### config.mk
export PLATFORM = sky130hd
export DESIGN_NAME = wm8731_i2c_responder
export DESIGN_NICKNAME = d
export VERILOG_FILES = /design/src/rtl/wm8731_i2c_pkg.sv /design/src/rtl/wm8731_i2c_responder_sync.sv /design/src/rtl/wm8731_i2c_responder.sv
export SDC_FILE = /design/constraint.sdc
export NUM_CORES = 1
export LEC_CHECK = 0
export CORE_ASPECT_RATIO = 1.25
export CORE_MARGIN = 2
export CORE_UTILIZATION = 60
export DETAILED_ROUTE_END_ITERATION = 16
export GPL_TIMING_DRIVEN = 0
export PLACE_DENSITY_LB_ADDON = 0.05
export SETUP_SLACK_MARGIN = 0.5
export SLEW_MARGIN = 30
export SYNTH_ARGS = -nofsm -noshare
export SYNTH_HDL_FRONTEND = slang
export SYNTH_HIERARCHICAL = 1
export SYNTH_SLANG_ARGS = --single-unit
### constraint.sdc
create_clock -name i_clk -period 4 [get_ports i_clk]
set_input_delay 0.4 -clock i_clk [delete_from_list [all_inputs] [get_ports i_clk]]
set_output_delay 0.4 -clock i_clk [all_outputs]
set_load 0.005 [all_outputs]
### src/rtl/wm8731_i2c_pkg.sv
// Shared types and constants for the WM8731 I2C write responder.
package wm8731_i2c_pkg;

    typedef enum logic [2:0] {
        S_IDLE,
        S_ADDR,
        S_ADDR_ACK,
        S_HI,
        S_HI_ACK,
        S_LO,
        S_LO_ACK,
        S_IGNORE
    } state_t;

    localparam logic [6:0] WM8731_DEV_ADDR = 7'h1A;

    localparam logic [6:0] R_LLINE  = 7'd0;
    localparam logic [6:0] R_RLINE  = 7'd1;
    localparam logic [6:0] R_LHP    = 7'd2;
    localparam logic [6:0] R_RHP    = 7'd3;
    localparam logic [6:0] R_APATH  = 7'd4;
    localparam logic [6:0] R_DPATH  = 7'd5;
    localparam logic [6:0] R_PWR    = 7'd6;
    localparam logic [6:0] R_IFACE  = 7'd7;
    localparam logic [6:0] R_SAMPLE = 7'd8;
    localparam logic [6:0] R_ACTIVE = 7'd9;
    localparam logic [6:0] R_RESET  = 7'd15;

    // A START/STOP seen in these states means a register write was cut short.
    function automatic logic frame_open(input state_t s);
        return !((s == S_IDLE) || (s == S_IGNORE));
    endfunction

endpackage

### src/rtl/wm8731_i2c_responder_sync.sv
// Bus input conditioning: synchronizers on SCL/SDA plus edge and START/STOP detection.
module i2c_bus_sync
    import wm8731_i2c_pkg::*;
#(
    parameter int P_SYNC_STAGES = 2
) (
    input  logic i_clk,
    input  logic i_rst_n,
    input  logic i_scl,
    input  logic i_sda,
    output logic o_scl_rise,
    output logic o_scl_fall,
    output logic o_start,
    output logic o_stop,
    output logic o_sda_s
);

    logic [P_SYNC_STAGES-1:0] scl_sync_q, scl_sync_d;
    logic [P_SYNC_STAGES-1:0] sda_sync_q, sda_sync_d;
    logic                     scl_hist_q, scl_hist_d;
    logic                     sda_hist_q, sda_hist_d;
    logic                     scl_s;

    assign scl_s   = scl_sync_q[P_SYNC_STAGES-1];
    assign o_sda_s = sda_sync_q[P_SYNC_STAGES-1];

    // Shift each line through its synchronizer, keep one sample of history.
    always_comb begin
        scl_sync_d = {scl_sync_q[P_SYNC_STAGES-2:0], i_scl};
        sda_sync_d = {sda_sync_q[P_SYNC_STAGES-2:0], i_sda};
        scl_hist_d = scl_s;
        sda_hist_d = o_sda_s;
    end

    // Reset to the idle-bus level so releasing reset never fabricates an edge.
    always_ff @(posedge i_clk or negedge i_rst_n) begin
        if (!i_rst_n) begin
            scl_sync_q <= '1;
            sda_sync_q <= '1;
            scl_hist_q <= 1'b1;
            sda_hist_q <= 1'b1;
        end else begin
            scl_sync_q <= scl_sync_d;
            sda_sync_q <= sda_sync_d;
            scl_hist_q <= scl_hist_d;
            sda_hist_q <= sda_hist_d;
        end
    end

    // SCL must be high in both samples, so SDA moving alongside an SCL edge is data, not a condition.
    always_comb begin
        o_scl_rise = scl_s & ~scl_hist_q;
        o_scl_fall = ~scl_s & scl_hist_q;
        o_start    = scl_s & scl_hist_q & sda_hist_q & ~o_sda_s;
        o_stop     = scl_s & scl_hist_q & ~sda_hist_q & o_sda_s;
    end

endmodule

### src/rtl/wm8731_i2c_responder.sv
// WM8731 end of the configuration bus: ACKs 3-byte register writes and emits the decoded write.
//
// state      | meaning
// S_IDLE     | bus free, waiting for START
// S_ADDR     | shifting in device address byte
// S_ADDR_ACK | driving ACK for address byte
// S_HI       | shifting in reg address + data bit 8
// S_HI_ACK   | driving ACK for high byte
// S_LO       | shifting in data bits 7:0
// S_LO_ACK   | driving ACK for low byte; write issued on release
// S_IGNORE   | frame done or not ours; NACK everything until START/STOP
module wm8731_i2c_responder
    import wm8731_i2c_pkg::*;
#(
    parameter logic [6:0] P_DEV_ADDR    = WM8731_DEV_ADDR,
    parameter int         P_SYNC_STAGES = 2
) (
    input  logic       i_clk,
    input  logic       i_rst_n,
    input  logic       i_scl,
    input  logic       i_sda,
    output logic       o_sda_oe,
    output logic       o_wr_valid,
    output logic [6:0] o_reg_addr,
    output logic [8:0] o_reg_data,
    output logic       o_busy,
    output logic       o_frame_err
);

    logic scl_rise, scl_fall, start, stop, sda_s;

    i2c_bus_sync #(.P_SYNC_STAGES(P_SYNC_STAGES)) u_sync (
        .i_clk      (i_clk),
        .i_rst_n    (i_rst_n),
        .i_scl      (i_scl),
        .i_sda      (i_sda),
        .o_scl_rise (scl_rise),
        .o_scl_fall (scl_fall),
        .o_start    (start),
        .o_stop     (stop),
        .o_sda_s    (sda_s)
    );

    state_t     state_q, state_d;
    logic [2:0] bit_cnt_q, bit_cnt_d;
    logic [7:0] shift_q, shift_d;
    logic       byte_done_q, byte_done_d;
    logic [6:0] stage_addr_q, stage_addr_d;
    logic       stage_d8_q, stage_d8_d;
    logic [7:0] stage_lo_q, stage_lo_d;
    logic       sda_oe_q, sda_oe_d;
    logic       busy_q, busy_d;
    logic       wr_valid_q, wr_valid_d;
    logic       frame_err_q, frame_err_d;
    logic [6:0] reg_addr_q, reg_addr_d;
    logic [8:0] reg_data_q, reg_data_d;

    logic       shifting;
    assign shifting = (state_q == S_ADDR) || (state_q == S_HI) || (state_q == S_LO);

    // Next-state logic; bus conditions take priority over SCL edges.
    always_comb begin
        state_d      = state_q;
        bit_cnt_d    = bit_cnt_q;
        shift_d      = shift_q;
        byte_done_d  = byte_done_q;
        stage_addr_d = stage_addr_q;
        stage_d8_d   = stage_d8_q;
        stage_lo_d   = stage_lo_q;
        sda_oe_d     = sda_oe_q;
        busy_d       = busy_q;
        wr_valid_d   = 1'b0;
        frame_err_d  = 1'b0;
        reg_addr_d   = reg_addr_q;
        reg_data_d   = reg_data_q;

        if (stop) begin
            state_d     = S_IDLE;
            busy_d      = 1'b0;
            sda_oe_d    = 1'b0;
            frame_err_d = frame_open(state_q);
            bit_cnt_d   = 3'd0;
            byte_done_d = 1'b0;
        end else if (start) begin
            state_d     = S_ADDR;
            busy_d      = 1'b1;
            sda_oe_d    = 1'b0;
            frame_err_d = frame_open(state_q);
            bit_cnt_d   = 3'd0;
            byte_done_d = 1'b0;
        end else if (scl_rise) begin
            if (shifting && !byte_done_q) begin
                shift_d   = {shift_q[6:0], sda_s};
                bit_cnt_d = bit_cnt_q + 3'd1;
                if (bit_cnt_q == 3'd7) begin
                    byte_done_d = 1'b1;
                end
            end
        end else if (scl_fall) begin
            case (state_q)
                S_ADDR: begin
                    if (byte_done_q) begin
                        byte_done_d = 1'b0;
                        if (shift_q == {P_DEV_ADDR, 1'b0}) begin
                            sda_oe_d = 1'b1;
                            state_d  = S_ADDR_ACK;
                        end else begin
                            state_d = S_IGNORE;
                        end
                    end
                end
                S_HI: begin
                    if (byte_done_q) begin
                        byte_done_d  = 1'b0;
                        stage_addr_d = shift_q[7:1];
                        stage_d8_d   = shift_q[0];
                        sda_oe_d     = 1'b1;
                        state_d      = S_HI_ACK;
                    end
                end
                S_LO: begin
                    if (byte_done_q) begin
                        byte_done_d = 1'b0;
                        stage_lo_d  = shift_q;
                        sda_oe_d    = 1'b1;
                        state_d     = S_LO_ACK;
                    end
                end
                S_ADDR_ACK: begin
                    sda_oe_d  = 1'b0;
                    bit_cnt_d = 3'd0;
                    state_d   = S_HI;
                end
                S_HI_ACK: begin
                    sda_oe_d  = 1'b0;
                    bit_cnt_d = 3'd0;
                    state_d   = S_LO;
                end
                S_LO_ACK: begin
                    sda_oe_d   = 1'b0;
                    wr_valid_d = 1'b1;
                    reg_addr_d = stage_addr_q;
                    reg_data_d = {stage_d8_q, stage_lo_q};
                    state_d    = S_IGNORE;
                end
                default: ;
            endcase
        end
    end

    // State and registered outputs; reset drops SDA drive without waiting for a clock.
    always_ff @(posedge i_clk or negedge i_rst_n) begin
        if (!i_rst_n) begin
            state_q      <= S_IDLE;
            bit_cnt_q    <= 3'd0;
            shift_q      <= 8'd0;
            byte_done_q  <= 1'b0;
            stage_addr_q <= 7'd0;
            stage_d8_q   <= 1'b0;
            stage_lo_q   <= 8'd0;
            sda_oe_q     <= 1'b0;
            busy_q       <= 1'b0;
            wr_valid_q   <= 1'b0;
            frame_err_q  <= 1'b0;
            reg_addr_q   <= 7'd0;
            reg_data_q   <= 9'd0;
        end else begin
            state_q      <= state_d;
            bit_cnt_q    <= bit_cnt_d;
            shift_q      <= shift_d;
            byte_done_q  <= byte_done_d;
            stage_addr_q <= stage_addr_d;
            stage_d8_q   <= stage_d8_d;
            stage_lo_q   <= stage_lo_d;
            sda_oe_q     <= sda_oe_d;
            busy_q       <= busy_d;
            wr_valid_q   <= wr_valid_d;
            frame_err_q  <= frame_err_d;
            reg_addr_q   <= reg_addr_d;
            reg_data_q   <= reg_data_d;
        end
    end

    assign o_sda_oe    = sda_oe_q;
    assign o_wr_valid  = wr_valid_q;
    assign o_reg_addr  = reg_addr_q;
    assign o_reg_data  = reg_data_q;
    assign o_busy      = busy_q;
    assign o_frame_err = frame_err_q;

endmodule

==> results.cfg, run 1 <==
[setup_path]
critPathArrivalTime_ns = 2.58
critPathKind = reg -> reg
timing.critical_path.fanout_max = 10
cp-end-kind = flop
cp_data_required_time_ns = 4.20
startpoint_type = flop

[clock_tree]
cts_root_buffer = clkbuf_8
clock_latency_ns = 0.32
clk_path_buf_depth = 2
clock_sinks = 57
tritoncts = built
ctsResizeCount = 0
cts-htree-levels = 3
numCtsBuffers = 9
clk_pin_slew_worst_paths_ns = 0.06

[yosys]
synth_compound_area_share_pct = 6.90
synth_top_family_by_area = multiplexers
synth_seq_cells = 57
synth_flop_cell = dfrtp_1
yosysWarningCount = 6
synth_xor_area_share_pct = 0
synth-seq-area-share_pct = 59.4
netlist_instances = 167
synthAdderAreaFrac_pct = 1.04
synth.distinct_cells = 40
synth.avg_cell_area_um2 = 14.4
synth_edf_count = 0
synthSimpleGateAreaFrac_pct = 9.54
muxShareOfSynthArea_pct = 20.5
synthesis.nets = 173
ys_async_sr_fraction_pct = 100
netlist_area_mm2 = 0.00241

[sta]
finalSetupViolations = 0
fin_skew_ns = 0.00954
max_slew_margin_pct = 61.0
worst_pin_slew_ns = 0.584
tns_ns = 0
period_share_pct = 59.5
maxSlewViolCount = 0
rsz0062_at_grt = false
fin_ws_ns = 1.62
hold_ws_ns = 0.355
timing.fmax_mhz = 420
hold_violations = 0
post-route-min-period_ns = 2.38

[grt]
grt_max_degree = 38
grt_pass1_wl_um = 7530
grt_pass1_vias = 1545
overflow = 0
grt_antenna_before_repair = 0
grtUsageTotal_pct = 23.9

[finish]
multi_input_area_um2 = 916
drive_gt1_share_pct = 34.6
n_fill_cell = 245
diodes = 0
regArea_mm2 = 0.00143
syn2layout_area_growth_pct = 23.1
nets = 209

[power_and_ir_drop]
power_density_mw_per_mm2 = 531
vdd_drop_max_v = 0.000324
leakagePower_nw = 1.41

[drt]
avgRoutedWirePerCell_um = 17.4
wirelength_um = 4560
drc = 0
dr.pass1.iters = 4
ant_nets = 0
vias = 1502
vias_per_cell = 5.73
drtIter0Drc = 101

[floorplanning]
design.die.area_mm2 = 0.00455
die_x_um = 60.7
fp-row-count = 25
start_util_pct = 63.2
die_y_um = 74.9
io_pins = 24
core_area_mm2 = 0.00382

[run]
maxCapViolations = 0

[place]
port_buffers = 23
hpwlAfterDp_um = 3000
gp_congestion = 0.968
pre_cts_ws_ns = 1.67

[status]
outcome = complete, no violations

[hold_path]
hp-class = reg -> reg
what timing repair did:
item / in CTS / in global routing
hold buffers: 1 / 0
setup buffers: 0 / 0
endpoints found under the hold margin: 20 / 0
flip-flops by register name (all words and copies together) (netlist names):
signal             flops
u_sync/sda_hist_q      1
stage_addr_q           7
u_sync/scl_hist_q      1
bit_cnt_q              3
o_reg_data             9
stage_lo_q             8
o_sda_oe               1
byte_done_q            1
state_q                3
o_frame_err            1
shift_q                8
o_busy                 1
u_sync/sda_sync_q      2
o_wr_valid             1
stage_d8_q             1
u_sync/scl_sync_q      2
o_reg_addr             7
final cells by class:
class	instances	area share [%]
clock inverter	2	2.02
inverter	3	0.379
timing repair buffer	25	8.68
multi-input combinational	102	30.8
sequential	57	48.3
tap	54	2.27
buffer	5	1.73
clock buffer	14	5.81
layer usage:
metal | global-route usage [%] | routed length [um] | up-vias
met5 | 0 | 0 | -
met4 | 14.7 | 131 | 0
met3 | 6.19 | 196 | 13
met2 | 35.6 | 2330 | 41
met1 | 31.2 | 1900 | 768
li1 | - | - | 680
power by group:
group | switching, W | internal [W]
combinational | 0.000154 | 0.000124
sequential | 0.0000486 | 0.000635
clock | 0.000214 | 0.000403
total | 0.000417 | 0.00116
placed cells by master, fill, tap and decap left out, types with 2 or more instances in the layout:
cell type	n
inv_1	3
nor4b_1	2
and3_1	3
a21oi_1	5
or3_1	2
o31ai_1	2
nor2_1	5
mux2_2	31
clkdlybuf4s50_1	22
nor3_1	3
clkbuf_1	2
mux2_4	9
o21bai_1	2
nand2_1	5
dfrtp_1	51
nor2b_1	5
bufinv_16	2
o211ai_1	3
o21ai_0	3
nand2b_1	2
buf_12	2
dfstp_2	6
buf_4	3
ha_1	2
clkbuf_8	12
and4b_1	2
cells in the mapped netlist (all sizes together) (2+ instances only):
| master | instances | area [um2] |
|---|---|---|
| nand2 | 5 | 18.8 |
| and3 | 3 | 18.8 |
| nor2b | 5 | 31.3 |
| inv | 3 | 11.3 |
| or3 | 2 | 12.5 |
| a21boi | 2 | 18.8 |
| buf | 5 | 51.3 |
| mux2 | 40 | 484 |
| a21oi | 5 | 25.0 |
| o31ai | 2 | 15.0 |
| nor3 | 4 | 31.3 |
| ha | 2 | 25.0 |
| dfstp | 6 | 158 |
| o21ai | 3 | 15.0 |
| dfrtp | 51 | 1280 |
| o211ai | 3 | 22.5 |
| nor2 | 5 | 18.8 |
| nand2b | 2 | 12.5 |
| o21bai | 2 | 15.0 |
| and4b | 2 | 20.0 |
| nor4b | 2 | 17.5 |
worst paths after layout:
| path | start | to | slack [ns] | cells past startpoint |
|---|---|---|---|---|
| max | u_sync/sda_sync_q[1]$_DFF_PN1_ | o_reg_addr[5]$_DFFE_PN0P_ | 1.62 | 6 |
| min | u_sync/sda_sync_q[0]$_DFF_PN1_ | u_sync/sda_sync_q[1]$_DFF_PN1_ | 0.35 | 0 |
| max reg2reg | u_sync/sda_sync_q[1]$_DFF_PN1_ | o_reg_addr[5]$_DFFE_PN0P_ | 1.62 | 6 |
| min reg2reg | u_sync/sda_sync_q[0]$_DFF_PN1_ | u_sync/sda_sync_q[1]$_DFF_PN1_ | 0.35 | 0 |
| max in group asynchronous | i_rst_n | u_sync/scl_sync_q[0]$_DFF_PN1_ | 2.96 | 3 |
| min in group asynchronous | i_rst_n | state_q[1]$_DFFE_PN0P_ | 0.50 | 2 |
critical path, stage by stage, from the launching register on:
cell	delay [ns]
dfstp_2	0.57
and4b_1	0.25
or2_1	0.24
buf_6	0.15
nor3_4	0.52
buf_12	0.22
mux2_4	0.31
logic make-up (layout without fill, tap and decap cells):
family                     after synthesis  count (layout)
buffers and inverters                    8              49
adders and majority gates                2               2
AOI/OAI and AO/OA                       23              23
DFF                                     57              57
and+or+nand+nor                         36              36
muxes                                   41              41
stage by stage:
step,utilization (%),total power (W),instance area [um2],cells
final,77.8,0.00158,2970,262
after global routing,77.8,0.00166,2970,262
after CTS,77.8,0.00159,2970,262
after detailed placement,71.5,0.000968,2730,245
after global placement,71.0,0.000948,2710,244
after floorplan,-,0.000884,2410,167
Power figures use the tool's default switching activity.
==> run 2, diff against run 1 <==
--- a/config.mk
+++ b/config.mk
@@ -7,7 +7,7 @@
 export LEC_CHECK = 0
 export CORE_ASPECT_RATIO = 1.25
 export CORE_MARGIN = 2
-export CORE_UTILIZATION = 60
+export CORE_UTILIZATION = 56
 export DETAILED_ROUTE_END_ITERATION = 16
 export GPL_TIMING_DRIVEN = 0
 export PLACE_DENSITY_LB_ADDON = 0.05
==> constraint.sdc (replaced) <==
create_clock -name i_clk -period 2.3 [get_ports i_clk]
set_input_delay 0.23 -clock i_clk [delete_from_list [all_inputs] [get_ports i_clk]]
set_output_delay 0.23 -clock i_clk [all_outputs]
set_load 0.005 [all_outputs]
==> results.cfg, run 2 (synthesis results as in run 1) <==
[sta]
hold_violations = 0
hold_ws_ns = 0.305
timing.fmax_mhz = 486
post-route-min-period_ns = 2.06
finalSetupViolations = 0
worst_pin_slew_ns = 0.689
fin_skew_ns = 0.00833
period_share_pct = 89.5
rsz0062_at_grt = true
maxSlewViolCount = 0
max_slew_margin_pct = 53.7

[drt]
avgRoutedWirePerCell_um = 18.4
dr.pass1.iters = 4
drtIter0Drc = 58
drc = 0
ant_nets = 0
vias = 1588
wirelength_um = 5240
vias_per_cell = 5.57

[finish]
nets = 230
multi_input_area_mm2 = 0.00107
n_fill_cell = 258
largest_reg_flops = 9
final_common_cell = dfrtp_1
drive_gt1_share_pct = 45.9
final_cell_mix = 51 x dfrtp_1, 22 x clkdlybuf4s50_1, 21 x mux2_2, 19 x mux2_4, 15 x buf_4
diodes = 0
regArea_mm2 = 0.00143
stdcell_area_mm2 = 0.00328
syn2layout_area_growth_pct = 35.9

[grt]
grt_pass1_vias = 1597
overflow = 0
grt_max_degree = 45
grtUsageTotal_pct = 22.1
grt_antenna_before_repair = 0
grt_pass1_wl_um = 8050

[setup_path]
startpoint_type = flop
timing.critical_path.fanout_max = 4
cp-end-kind = flop
critPathKind = reg -> reg
cp_data_required_time_ns = 2.51
critPathArrivalTime_ns = 2.27

[place]
gp_congestion = 0.866
place_area_mm2 = 0.00273
port_buffers = 23
hpwlAfterDp_um = 2990

[floorplanning]
io_pins = 24
die_x_um = 62.7
fp-row-count = 26
start_util_pct = 58.9
design.die.area_mm2 = 0.00485
die_y_um = 77.4
core_area_mm2 = 0.00410

[clock_tree]
cts-htree-levels = 3
tritoncts = built
cts_root_buffer = clkbuf_8
numCtsBuffers = 9
clk_path_buf_depth = 2
clock_latency_ns = 0.33
clock_sinks = 57
clk_pin_slew_worst_paths_ns = 0.06

[power_and_ir_drop]
vdd_drop_max_v = 0.000612
leakagePower_nw = 1.54
power_density_mw_per_mm2 = 820

[run]
maxCapViolations = 0

[hold_path]
hp-class = in -> reg

[status]
outcome = complete, no violations
==> run 2: per-layer routing <==
metal | wire length (um) | GRT usage (%) | vias to the layer above
met3 | 125 | 5.22 | 9
met1 | 2220 | 28.1 | 828
met4 | 85 | 10.7 | 0
met2 | 2800 | 35.8 | 21
li1 | - | - | 730
met5 | 0 | 0 | -
==> run 2: final timing paths <==
path,start,to,slack (ns),cells past startpoint
min reg2reg,u_sync/scl_sync_q[0]$_DFF_PN1_,u_sync/scl_sync_q[1]$_DFF_PN1_,0.35,0
max in group asynchronous,i_rst_n,u_sync/sda_sync_q[1]$_DFF_PN1_,1.45,3
min,i_scl,u_sync/scl_sync_q[0]$_DFF_PN1_,0.31,1
max reg2reg,u_sync/sda_sync_q[1]$_DFF_PN1_,o_reg_addr[6]$_DFFE_PN0P_,0.24,7
min in group asynchronous,i_rst_n,o_reg_data[8]$_DFFE_PN0P_,0.32,2
max,u_sync/sda_sync_q[1]$_DFF_PN1_,o_reg_addr[6]$_DFFE_PN0P_,0.24,7
==> run 2: layout make-up <==
| class | instances | share of cell area, % |
|---|---|---|
| Sequential cell | 57 | 43.7 |
| Multi-Input combinational cell | 103 | 32.6 |
| Timing Repair Buffer | 45 | 13.9 |
| Clock buffer | 13 | 4.54 |
| Tap cell | 56 | 2.14 |
| Buffer | 5 | 1.56 |
| Clock inverter | 3 | 1.22 |
| Inverter | 3 | 0.344 |
==> run 2: per-stage QoR <==
step | TNS, ns | total power (W) | setup slack, ns | instances | util (%)
6_report | 0 | 0.00269 | 0.242 | 285 | 80.0
5_1_grt | 0 | 0.00283 | 0.194 | 285 | 80.0
4_1_cts | 0 | 0.00261 | 0.224 | 273 | 74.9
3_5_place_dp | -0.00957 | 0.00168 | -0.00835 | 247 | 66.6
3_3_place_gp | -28.77 | 0.00166 | -0.568 | 246 | 66.2
2_1_floorplan | 0 | 0.00154 | 0.305 | 167 | -
==> run 2: power by group <==
group / total, W / internal, W / switching (W) / leakage [nW]
clock network: 0.000901 / 0.000527 / 0.000374 / 0.0974
registers: 0.00120 / 0.00110 / 0.0000945 / 0.761
logic: 0.000588 / 0.000269 / 0.000319 / 0.682
==> run 2: what timing repair did <==
action,4_1_cts,5_1_grt
endpoints found under the setup margin,47,47
hold endpoints to repair,13,0
setup buffers,8,11
gates cloned,1,1
hold buffers,1,0
pin swaps,1,6
resized for setup,15,26
==> run 2: critical path: stages, from the launching register on <==
cell	delay, ns
dfstp_2	0.53
and4b_2	0.25
or2_1	0.25
buf_6	0.13
nor3_4	0.20
buf_4	0.16
buf_6	0.12
mux2_4	0.30
==> run 3, diff against run 2 <==
--- a/config.mk
+++ b/config.mk
@@ -8,6 +8,7 @@
 export CORE_ASPECT_RATIO = 1.25
 export CORE_MARGIN = 2
 export CORE_UTILIZATION = 56
+export CTS_CLUSTER_SIZE = 30
 export DETAILED_ROUTE_END_ITERATION = 16
 export GPL_TIMING_DRIVEN = 0
 export PLACE_DENSITY_LB_ADDON = 0.05
==> results of run 3 <==
No change in the layout: final DEF, timing and power equal those of run 2.
